File: src/rtl/cpu_pkg.sv
// Shared CPU front-end types: fetch buffer entry, fetch FSM states and address helpers.
package cpu_pkg;

  localparam int unsigned XLEN        = 32;
  localparam int unsigned INSTR_BYTES = 4;
  localparam logic [XLEN-1:0] NOP_INSTR = 32'h0000_0013;  // addi x0,x0,0

  typedef struct packed {
    logic [XLEN-1:0] instr;
    logic [XLEN-1:0] pc;
  } fetch_entry_t;

  typedef enum logic [1:0] {IDLE, RUN, FLUSH} fetch_state_t;

  function automatic logic [XLEN-1:0] align_pc(input logic [XLEN-1:0] addr);
    return addr & ~XLEN'(INSTR_BYTES - 1);
  endfunction

endpackage

File: src/rtl/instruction_fetch_unit_if.sv
// Fetch unit bus bundle: instruction-memory request/response, redirect and decode handoff.
interface instruction_fetch_unit_if;
  import cpu_pkg::*;

  logic            mem_req_valid;
  logic            mem_req_ready;
  logic [XLEN-1:0] mem_req_addr;
  logic            mem_resp_valid;
  logic [XLEN-1:0] mem_resp_data;
  logic            redirect_valid;
  logic [XLEN-1:0] redirect_pc;
  logic            if_valid;
  logic            if_ready;
  logic [XLEN-1:0] if_instruction;
  logic [XLEN-1:0] if_pc;

  modport master (
    output mem_req_valid, mem_req_addr, if_valid, if_instruction, if_pc,
    input  mem_req_ready, mem_resp_valid, mem_resp_data, redirect_valid, redirect_pc, if_ready
  );

  modport slave (
    input  mem_req_valid, mem_req_addr, if_valid, if_instruction, if_pc,
    output mem_req_ready, mem_resp_valid, mem_resp_data, redirect_valid, redirect_pc, if_ready
  );

endinterface

File: src/rtl/fetch_fifo.sv
// Synchronous instruction buffer of fetch entries; head is presented combinationally.
module fetch_fifo
  import cpu_pkg::*;
#(
  parameter int unsigned DEPTH = 2
) (
  input  logic                     clock,
  input  logic                     reset,
  input  logic                     push,
  input  logic                     pop,
  input  logic                     clear,
  input  fetch_entry_t             wdata,
  output fetch_entry_t             rdata,
  output logic                     full,
  output logic                     empty,
  output logic [$clog2(DEPTH):0]   count
);

  localparam int unsigned AW = $clog2(DEPTH);
  localparam int unsigned CW = AW + 1;

  fetch_entry_t    mem_q [DEPTH];
  logic [AW-1:0]   rd_ptr_q;
  logic [AW-1:0]   wr_ptr_q;
  logic [CW-1:0]   count_q;

  // Pointers wrap naturally because DEPTH is a power of two.
  always_ff @(posedge clock or posedge reset) begin
    if (reset) begin
      rd_ptr_q <= '0;
      wr_ptr_q <= '0;
      count_q  <= '0;
      for (int i = 0; i < int'(DEPTH); i++) begin
        mem_q[i] <= '0;
      end
    end else if (clear) begin
      rd_ptr_q <= '0;
      wr_ptr_q <= '0;
      count_q  <= '0;
    end else begin
      if (push) begin
        mem_q[wr_ptr_q] <= wdata;
        wr_ptr_q        <= wr_ptr_q + AW'(1);
      end
      if (pop) begin
        rd_ptr_q <= rd_ptr_q + AW'(1);
      end
      count_q <= count_q + CW'(push) - CW'(pop);
    end
  end

  assign rdata = mem_q[rd_ptr_q];
  assign full  = (count_q == CW'(DEPTH));
  assign empty = (count_q == '0);
  assign count = count_q;

endmodule

File: src/rtl/instruction_fetch_unit.sv
// CPU fetch front end: owns the fetch PC, issues credit-limited word reads and buffers
// in-order responses for decode; redirects flush buffered and in-flight work.
module instruction_fetch_unit
  import cpu_pkg::*;
#(
  parameter logic [31:0] RESET_PC   = 32'h0000_0000,
  parameter int unsigned FIFO_DEPTH = 2
) (
  input logic                      clock,
  input logic                      reset,
  instruction_fetch_unit_if.master bus
);

  localparam int unsigned CW = $clog2(FIFO_DEPTH) + 1;

  fetch_state_t    state_q;
  logic [XLEN-1:0] fetch_pc_q;
  logic [XLEN-1:0] resp_pc_q;
  logic [CW-1:0]   outstanding_q;
  logic [CW-1:0]   drop_cnt_q;

  fetch_entry_t    fifo_wdata;
  fetch_entry_t    fifo_rdata;
  logic            fifo_push;
  logic            fifo_pop;
  logic            fifo_full;
  logic            fifo_empty;
  logic [CW-1:0]   fifo_count;

  logic [CW:0]     in_use;
  logic            req_valid;
  logic            req_fire;
  logic            resp;
  logic            redir;
  logic [XLEN-1:0] redir_pc;
  logic [CW-1:0]   redir_drop;

  assign resp     = bus.mem_resp_valid;
  assign redir    = bus.redirect_valid;
  assign redir_pc = align_pc(bus.redirect_pc);

  // Every slot is either awaiting a response or holding one, so the buffer can never overflow.
  assign in_use    = {1'b0, outstanding_q} + {1'b0, fifo_count};
  assign req_valid = (state_q == RUN) && !redir && (in_use < (CW + 1)'(FIFO_DEPTH));
  assign req_fire  = req_valid && bus.mem_req_ready;

  assign redir_drop = outstanding_q - CW'(resp);

  assign fifo_push  = (state_q == RUN) && resp && !redir;
  assign fifo_pop   = !fifo_empty && bus.if_ready && !redir;
  assign fifo_wdata = '{instr: bus.mem_resp_data, pc: resp_pc_q};

  fetch_fifo #(
    .DEPTH (FIFO_DEPTH)
  ) u_fifo (
    .clock (clock),
    .reset (reset),
    .push  (fifo_push),
    .pop   (fifo_pop),
    .clear (redir),
    .wdata (fifo_wdata),
    .rdata (fifo_rdata),
    .full  (fifo_full),
    .empty (fifo_empty),
    .count (fifo_count)
  );

  always_ff @(posedge clock or posedge reset) begin
    if (reset) begin
      state_q       <= IDLE;
      fetch_pc_q    <= RESET_PC;
      resp_pc_q     <= RESET_PC;
      outstanding_q <= '0;
      drop_cnt_q    <= '0;
    end else begin
      if (fifo_push && !fifo_pop) begin
        assert (!fifo_full);
      end
      outstanding_q <= outstanding_q + CW'(req_fire) - CW'(resp);
      if (redir) begin
        // A response landing in the redirect cycle is stale and never counted as a drop.
        fetch_pc_q <= redir_pc;
        resp_pc_q  <= redir_pc;
        drop_cnt_q <= redir_drop;
        state_q    <= (redir_drop != '0) ? FLUSH : RUN;
      end else begin
        if (req_fire) begin
          fetch_pc_q <= fetch_pc_q + XLEN'(INSTR_BYTES);
        end
        case (state_q)
          IDLE: state_q <= RUN;
          RUN: begin
            if (resp) begin
              resp_pc_q <= resp_pc_q + XLEN'(INSTR_BYTES);
            end
          end
          FLUSH: begin
            if (resp) begin
              drop_cnt_q <= drop_cnt_q - CW'(1);
              if (drop_cnt_q == CW'(1)) begin
                state_q <= RUN;
              end
            end else if (drop_cnt_q == '0) begin
              state_q <= RUN;
            end
          end
          default: state_q <= IDLE;
        endcase
      end
    end
  end

  assign bus.mem_req_valid  = req_valid;
  assign bus.mem_req_addr   = fetch_pc_q;
  assign bus.if_valid       = !fifo_empty;
  assign bus.if_instruction = fifo_rdata.instr;
  assign bus.if_pc          = fifo_rdata.pc;

endmodule

File: src/flat_wrapper.sv
// flat-port wrapper written by rule: the top's interface ports become plain ports
module instruction_fetch_unit_flat import cpu_pkg::*;
#(
  parameter logic [31:0] RESET_PC   = 32'h0000_0000,
  parameter int unsigned FIFO_DEPTH = 2
)
  (clock, reset, bus_mem_req_valid, bus_mem_req_addr, bus_if_valid, bus_if_instruction, bus_if_pc, bus_mem_req_ready, bus_mem_resp_valid, bus_mem_resp_data, bus_redirect_valid, bus_redirect_pc, bus_if_ready);
  instruction_fetch_unit_if bus_i ();
  input logic clock;
  input logic reset;
  output wire logic [$bits(bus_i.mem_req_valid)-1:0] bus_mem_req_valid;
  output wire logic [$bits(bus_i.mem_req_addr)-1:0] bus_mem_req_addr;
  output wire logic [$bits(bus_i.if_valid)-1:0] bus_if_valid;
  output wire logic [$bits(bus_i.if_instruction)-1:0] bus_if_instruction;
  output wire logic [$bits(bus_i.if_pc)-1:0] bus_if_pc;
  input wire logic [$bits(bus_i.mem_req_ready)-1:0] bus_mem_req_ready;
  input wire logic [$bits(bus_i.mem_resp_valid)-1:0] bus_mem_resp_valid;
  input wire logic [$bits(bus_i.mem_resp_data)-1:0] bus_mem_resp_data;
  input wire logic [$bits(bus_i.redirect_valid)-1:0] bus_redirect_valid;
  input wire logic [$bits(bus_i.redirect_pc)-1:0] bus_redirect_pc;
  input wire logic [$bits(bus_i.if_ready)-1:0] bus_if_ready;
  assign bus_mem_req_valid = bus_i.mem_req_valid;
  assign bus_mem_req_addr = bus_i.mem_req_addr;
  assign bus_if_valid = bus_i.if_valid;
  assign bus_if_instruction = bus_i.if_instruction;
  assign bus_if_pc = bus_i.if_pc;
  assign bus_i.mem_req_ready = bus_mem_req_ready;
  assign bus_i.mem_resp_valid = bus_mem_resp_valid;
  assign bus_i.mem_resp_data = bus_mem_resp_data;
  assign bus_i.redirect_valid = bus_redirect_valid;
  assign bus_i.redirect_pc = bus_redirect_pc;
  assign bus_i.if_ready = bus_if_ready;
  instruction_fetch_unit #(.RESET_PC(RESET_PC), .FIFO_DEPTH(FIFO_DEPTH)) u_core (.clock(clock), .reset(reset), .bus(bus_i));
endmodule
File: config.mk
export PLATFORM = sky130hd
export DESIGN_NAME = instruction_fetch_unit_flat
export DESIGN_NICKNAME = d
export VERILOG_FILES = /design/src/rtl/cpu_pkg.sv /design/src/rtl/instruction_fetch_unit_if.sv /design/src/rtl/fetch_fifo.sv /design/src/rtl/instruction_fetch_unit.sv /design/src/flat_wrapper.sv
export SDC_FILE = /design/constraint.sdc
export NUM_CORES = 1
export LEC_CHECK = 0
export BUFFER_PORTS_ARGS = -buffer_cell sky130_fd_sc_hd__buf_2
export CORE_ASPECT_RATIO = 0.6
export CORE_MARGIN = 3
export CORE_UTILIZATION = 35
export CTS_BUF_LIST = sky130_fd_sc_hd__clkbuf_8
export DETAILED_ROUTE_END_ITERATION = 12
export PLACE_DENSITY = 0.64
export RECOVER_POWER = 50
export SYNTH_ARGS = -nofsm -noshare
export SYNTH_HDL_FRONTEND = slang
export SYNTH_SLANG_ARGS = --single-unit
File: constraint.sdc
create_clock -name clock -period 6.4 [get_ports clock]
set_input_delay 0.64 -clock clock [delete_from_list [all_inputs] [get_ports clock]]
set_output_delay 0.64 -clock clock [all_outputs]
set_load 0.01 [all_outputs]
==> impl_results.html <==
<table>
<tr><th>Metric</th><th>Value</th></tr>
<tr><th colspan="2">Critical path</th></tr>
<tr><td>Slowest stage cell on the critical path</td><td>sky130_fd_sc_hd__nand3_4</td></tr>
<tr><td>Crit-path leading delay family</td><td>buffers and inverters</td></tr>
<tr><td>Biggest fanout along the worst timing path</td><td>65</td></tr>
<tr><td>CP max stage delay</td><td>1.19 ns</td></tr>
<tr><td>Category of the worst setup path capture point</td><td>flip-flop</td></tr>
<tr><td>Cell depth of the worst flop-to-flop path</td><td>8</td></tr>
<tr><td>Reg2Reg Capture Point</td><td>u_core.bus.mem_req_addr[12]</td></tr>
<tr><td>R2R Setup Slk</td><td>2.80 ns</td></tr>
<tr><td>List of cells traversed by the critical path</td><td>clkbuf_1 &gt; buf_4 &gt; inv_1 &gt; nand3_4 &gt; mux2_2</td></tr>
<tr><td>Type of the worst setup path</td><td>in2reg</td></tr>
<tr><td>Signal arrival time at the worst endpoint</td><td>4.07 ns</td></tr>
<tr><td>Required time worst endpoint</td><td>6.77 ns</td></tr>
<tr><td>Worst Path Buf+Inv</td><td>3</td></tr>
<tr><td>Reg-to-reg critical path startpoint</td><td>u_core.u_fifo.count[0]</td></tr>
<tr><td>Critical Path Start Type</td><td>input port</td></tr>
<tr><th colspan="2">Floorplan</th></tr>
<tr><td>Effective utilization at floorplan</td><td>36.1%</td></tr>
<tr><td>Number of top-level design ports</td><td>168</td></tr>
<tr><td>Floorplan die height</td><td>132 microns</td></tr>
<tr><td>Die width</td><td>216 microns</td></tr>
<tr><td>Core Area</td><td>25700 sq um</td></tr>
<tr><td># rows</td><td>45</td></tr>
<tr><td>DIE AREA</td><td>28600 sq um</td></tr>
<tr><th colspan="2">Worst hold path</th></tr>
<tr><td>Hold Path Depth</td><td>2</td></tr>
<tr><td>Worst hold endpoint</td><td>u_core.u_fifo.mem_q[41]</td></tr>
<tr><td>Start point of the worst hold path</td><td>bus_mem_resp_data[9]</td></tr>
<tr><td>Class of the tightest hold or removal check</td><td>in2reg</td></tr>
<tr><th colspan="2">Clock tree</th></tr>
<tr><td>Clock slew at the register clock pins of the worst setup and hold paths</td><td>0.10 ns</td></tr>
<tr><td>CTS H-Tree Depth</td><td>4</td></tr>
<tr><td>Cts repair resizes</td><td>0</td></tr>
<tr><td>Number of clock sinks seen by CTS</td><td>194</td></tr>
<tr><td>Clock tree from TritonCTS</td><td>yes</td></tr>
<tr><td>Cts hold-fix bufs</td><td>0</td></tr>
<tr><td>Source-to-sink clock delay at the later pin of the worst-skew pair</td><td>0.49 ns</td></tr>
<tr><td>TritonCTS Buffers</td><td>17</td></tr>
<tr><td>Setup fix buffers added after clock tree synthesis</td><td>0</td></tr>
<tr><td>Clock Root Buffer</td><td>sky130_fd_sc_hd__clkbuf_8</td></tr>
<tr><td>Number of buffers between clock root and the deepest sink</td><td>2</td></tr>
<tr><th colspan="2">Yosys</th></tr>
<tr><td>Combinational family with the most area after synthesis</td><td>multiplexers</td></tr>
<tr><td>Flip-flop and latch count after synthesis</td><td>194</td></tr>
<tr><td>Number of standard cells after synthesis</td><td>764</td></tr>
<tr><td>Post-synth top flop</td><td>sky130_fd_sc_hd__dfrtp_1</td></tr>
<tr><td>Synthesized area per cell</td><td>12.1 sq um</td></tr>
<tr><td>EDFF count, synth</td><td>0</td></tr>
<tr><td>Sequential element share of the synthesized area</td><td>52.3%</td></tr>
<tr><td>Synth Cell Area</td><td>9280 sq um</td></tr>
<tr><td>Most frequent cells after synthesis</td><td>197 x sky130_fd_sc_hd__mux2_2, 194 x sky130_fd_sc_hd__dfrtp_1, 56 x sky130_fd_sc_hd__nand2_1</td></tr>
<tr><td>Share of async-settable or async-resettable flops after synthesis</td><td>100%</td></tr>
<tr><td>Count of unique library cells instantiated by Yosys</td><td>47</td></tr>
<tr><td>Basic-gate share of the synthesized area counting and, or, nand and nor cells</td><td>10.5%</td></tr>
<tr><td>Share of the synthesized area in compound gates (AO/OA/AOI/OAI)</td><td>4.50%</td></tr>
<tr><td>Adder-cell share of the synthesized area</td><td>1.29%</td></tr>
<tr><td>Yosys top cell area share</td><td>52.3%</td></tr>
<tr><td>Top area cells in the synthesized netlist</td><td>sky130_fd_sc_hd__dfrtp_1 52%, sky130_fd_sc_hd__mux2_2 24%, sky130_fd_sc_hd__nand2_1 2.3%</td></tr>
<tr><td>Multiplexer share of the synthesized area</td><td>24.2%</td></tr>
<tr><td>Ys Warns</td><td>0</td></tr>
<tr><td>Post-Synth XOR/XNOR Area</td><td>4.15%</td></tr>
<tr><td>Synth area leader</td><td>sky130_fd_sc_hd__dfrtp_1</td></tr>
<tr><td>Dominant cell by count in the synthesized netlist</td><td>sky130_fd_sc_hd__mux2_2</td></tr>
<tr><th colspan="2">Global routing</th></tr>
<tr><td>Met3 routing resource usage after global routing</td><td>3.57%</td></tr>
<tr><td>Met2 Use GR</td><td>23.1%</td></tr>
<tr><td>Global-route track usage on met1</td><td>26.1%</td></tr>
<tr><td>First-pass GRT wire length</td><td>37100 microns</td></tr>
<tr><td>Largest net degree at the start of global routing</td><td>145</td></tr>
<tr><td>Busiest layer in global routing</td><td>met1</td></tr>
<tr><td>Via count of the first global-routing pass</td><td>6428</td></tr>
<tr><td>GR Util All Layers</td><td>16.8%</td></tr>
<tr><td>Initial antenna violation count</td><td>0</td></tr>
<tr><td>Overflow after GRT</td><td>0</td></tr>
<tr><th colspan="2">Pwr</th></tr>
<tr><td>Standby leakage power</td><td>4.78 nW</td></tr>
<tr><td>Peak supply drop</td><td>0.219 mV</td></tr>
<tr><td>Total power per unit cell area</td><td>376 nW/um^2</td></tr>
<tr><td>Tot Pwr</td><td>4.04 mW</td></tr>
<tr><th colspan="2">Cells and area</th></tr>
<tr><td>Count of non-filler cells in the finished layout</td><td>1276</td></tr>
<tr><td>Layout cells sized above 1</td><td>40.3%</td></tr>
<tr><td>Final net count</td><td>990</td></tr>
<tr><td>Number of diodes added for antenna fixing</td><td>0</td></tr>
<tr><td>Share of the core filled with cells in the final layout</td><td>41.9%</td></tr>
<tr><td>Syn-to-layout area delta</td><td>15.8%</td></tr>
<tr><th colspan="2">Timing</th></tr>
<tr><td>Maximum clock skew at final layout</td><td>0.0145 ns</td></tr>
<tr><td>Number of failing hold endpoints at the final stage</td><td>0</td></tr>
<tr><td>Fmax</td><td>270 MHz</td></tr>
<tr><td>Tmin final</td><td>3.70 ns</td></tr>
<tr><td>Sum of negative setup slack</td><td>0 ns</td></tr>
<tr><td>Worst relative slew slack</td><td>-110%</td></tr>
<tr><td>Final setup vio count</td><td>0</td></tr>
<tr><td>Fraction of the cycle the final worst path needs</td><td>57.8%</td></tr>
<tr><td>Hold_ws</td><td>0.392 ns</td></tr>
<tr><td>Slew Viols, Final</td><td>145</td></tr>
<tr><td>Setup repair after global routing missed its margin</td><td>no</td></tr>
<tr><td>Worst Max-Slew Pin Slew</td><td>3.15 ns</td></tr>
<tr><th colspan="2">Routing</th></tr>
<tr><td>DRC violation count after routing</td><td>0</td></tr>
<tr><td>Drt pass-1 iters</td><td>4</td></tr>
<tr><td>Remaining antenna violation count</td><td>0</td></tr>
<tr><td>Average via count per standard cell</td><td>5.07</td></tr>
<tr><td>Violation count after the first detailed-route iteration</td><td>383</td></tr>
<tr><td>Overall routed net length</td><td>23400 microns</td></tr>
<tr><td>Routed WL per cell</td><td>18.3 microns</td></tr>
<tr><td>Vias after detailed routing</td><td>6472</td></tr>
<tr><th colspan="2">Run status</th></tr>
<tr><td>Status</td><td>finished, violations left</td></tr>
<tr><td>Violated checks</td><td>max-capacitance violations, max-slew violations</td></tr>
<tr><th colspan="2">Run</th></tr>
<tr><td>Max-cap check violation count</td><td>2</td></tr>
<tr><th colspan="2">Placed design</th></tr>
<tr><td>I/O Buffers</td><td>161</td></tr>
<tr><td>Number of placed instances, taps included</td><td>1244</td></tr>
<tr><td>Detail Placement HPWL</td><td>16000 microns</td></tr>
<tr><td>Final weighted congestion of routability-driven global placement</td><td>0.821</td></tr>
</table>
## state kept, by name (all words and copies together), names as in the netlist
register and cells:
u_core.u_fifo.mem_q 124, u_core.bus.mem_req_addr 30, u_core.resp_pc_q 30, u_core.drop_cnt_q 2
u_core.outstanding_q 2, u_core.state_q 2, u_core.u_fifo.count 2, u_core.u_fifo.rd_ptr_q 1
u_core.u_fifo.wr_ptr_q 1
## cell type report
type,count,area (sq um)
fillers,2519,14900
flip-flops and latches,194,4850
multi-input cells,513,4190
repair buffers,166,798
well taps,352,440
clock buffers,21,289
clock inverters,11,98.8
inverters,19,75.1
## through the flow
stage / setup slack (ns) / instance area (sq um)
after floorplan: 0.476 / 9290
after global placement: 2.83 / 10400
after detailed placement: 2.83 / 10400
after CTS: 2.88 / 10800
after global routing: 2.42 / 10700
final: 2.70 / 10700
## cell families (layout without fill, tap and decap cells)
group           Yosys count  count (layout)
simple gates            191             191
buf+inv                  60             217
other cells               1               4
fa+ha+maj                 9               9
compound gates           65              65
mux                     200             200
flops                   194             194
xor+xnor                 44              44
## cell usage in the layout, fill, tap and decap left out, drive strengths merged, types with 2 or more instances in the layout
| master | count |
|---|---|
| nor3 | 9 |
| nand4 | 24 |
| nand3 | 38 |
| a31oi | 2 |
| xnor2 | 24 |
| clkinv | 7 |
| conb | 4 |
| and4 | 3 |
| or2 | 2 |
| ha | 8 |
| dfrtp | 194 |
| and3 | 8 |
| clkbuf | 55 |
| xor2 | 20 |
| and2 | 5 |
| nor2 | 27 |
| nand2 | 56 |
| o211ai | 12 |
| buf | 132 |
| o311ai | 11 |
| or3b | 2 |
| nor4 | 7 |
| mux2i | 3 |
| o21ai | 30 |
| inv | 21 |
| mux2 | 197 |
| or4 | 3 |
| or3 | 2 |
| a21oi | 5 |
## worst reg2reg max path, cell delays in order (launching register included)
cell,delay (ns)
sky130_fd_sc_hd__dfrtp_1,0.40
sky130_fd_sc_hd__and2_1,0.17
sky130_fd_sc_hd__fa_1,0.49
sky130_fd_sc_hd__or3b_2,0.17
sky130_fd_sc_hd__or2_1,0.57
sky130_fd_sc_hd__inv_1,0.53
sky130_fd_sc_hd__nor2_1,0.82
sky130_fd_sc_hd__o21ai_0,0.20
sky130_fd_sc_hd__o311ai_0,0.15
## layer usage
metal	vias up	wire length, microns
met5	-	0
met3	16	1160
met4	0	284
met2	159	9890
li1	3028	-
met1	3269	12100
## where the power goes
part | switching (mW) | internal, mW | total, mW
registers | 0.259 | 1.61 | 1.87
logic | 0.624 | 0.736 | 1.36
clock network | 0.456 | 0.351 | 0.808
## worst max path at each step
stage | slack [ns] | endpoint | cells after the start | startpoint
final | 2.70 | u_core.u_fifo.mem_q[20] | 5 | bus_redirect_valid
after global routing | 2.42 | u_core.u_fifo.mem_q[14] | 5 | bus_redirect_valid
after CTS | 2.88 | u_core.bus.mem_req_addr[8] | 8 | u_core.u_fifo.count[0]
after detailed placement | 2.83 | u_core.u_fifo.mem_q[35] | 5 | bus_redirect_valid
after global placement | 2.83 | u_core.u_fifo.mem_q[41] | 5 | bus_redirect_valid
after floorplan | 0.48 | u_core.bus.mem_req_addr[10] | 1 | reset
Note: power is estimated with default switching activity, not from simulation.
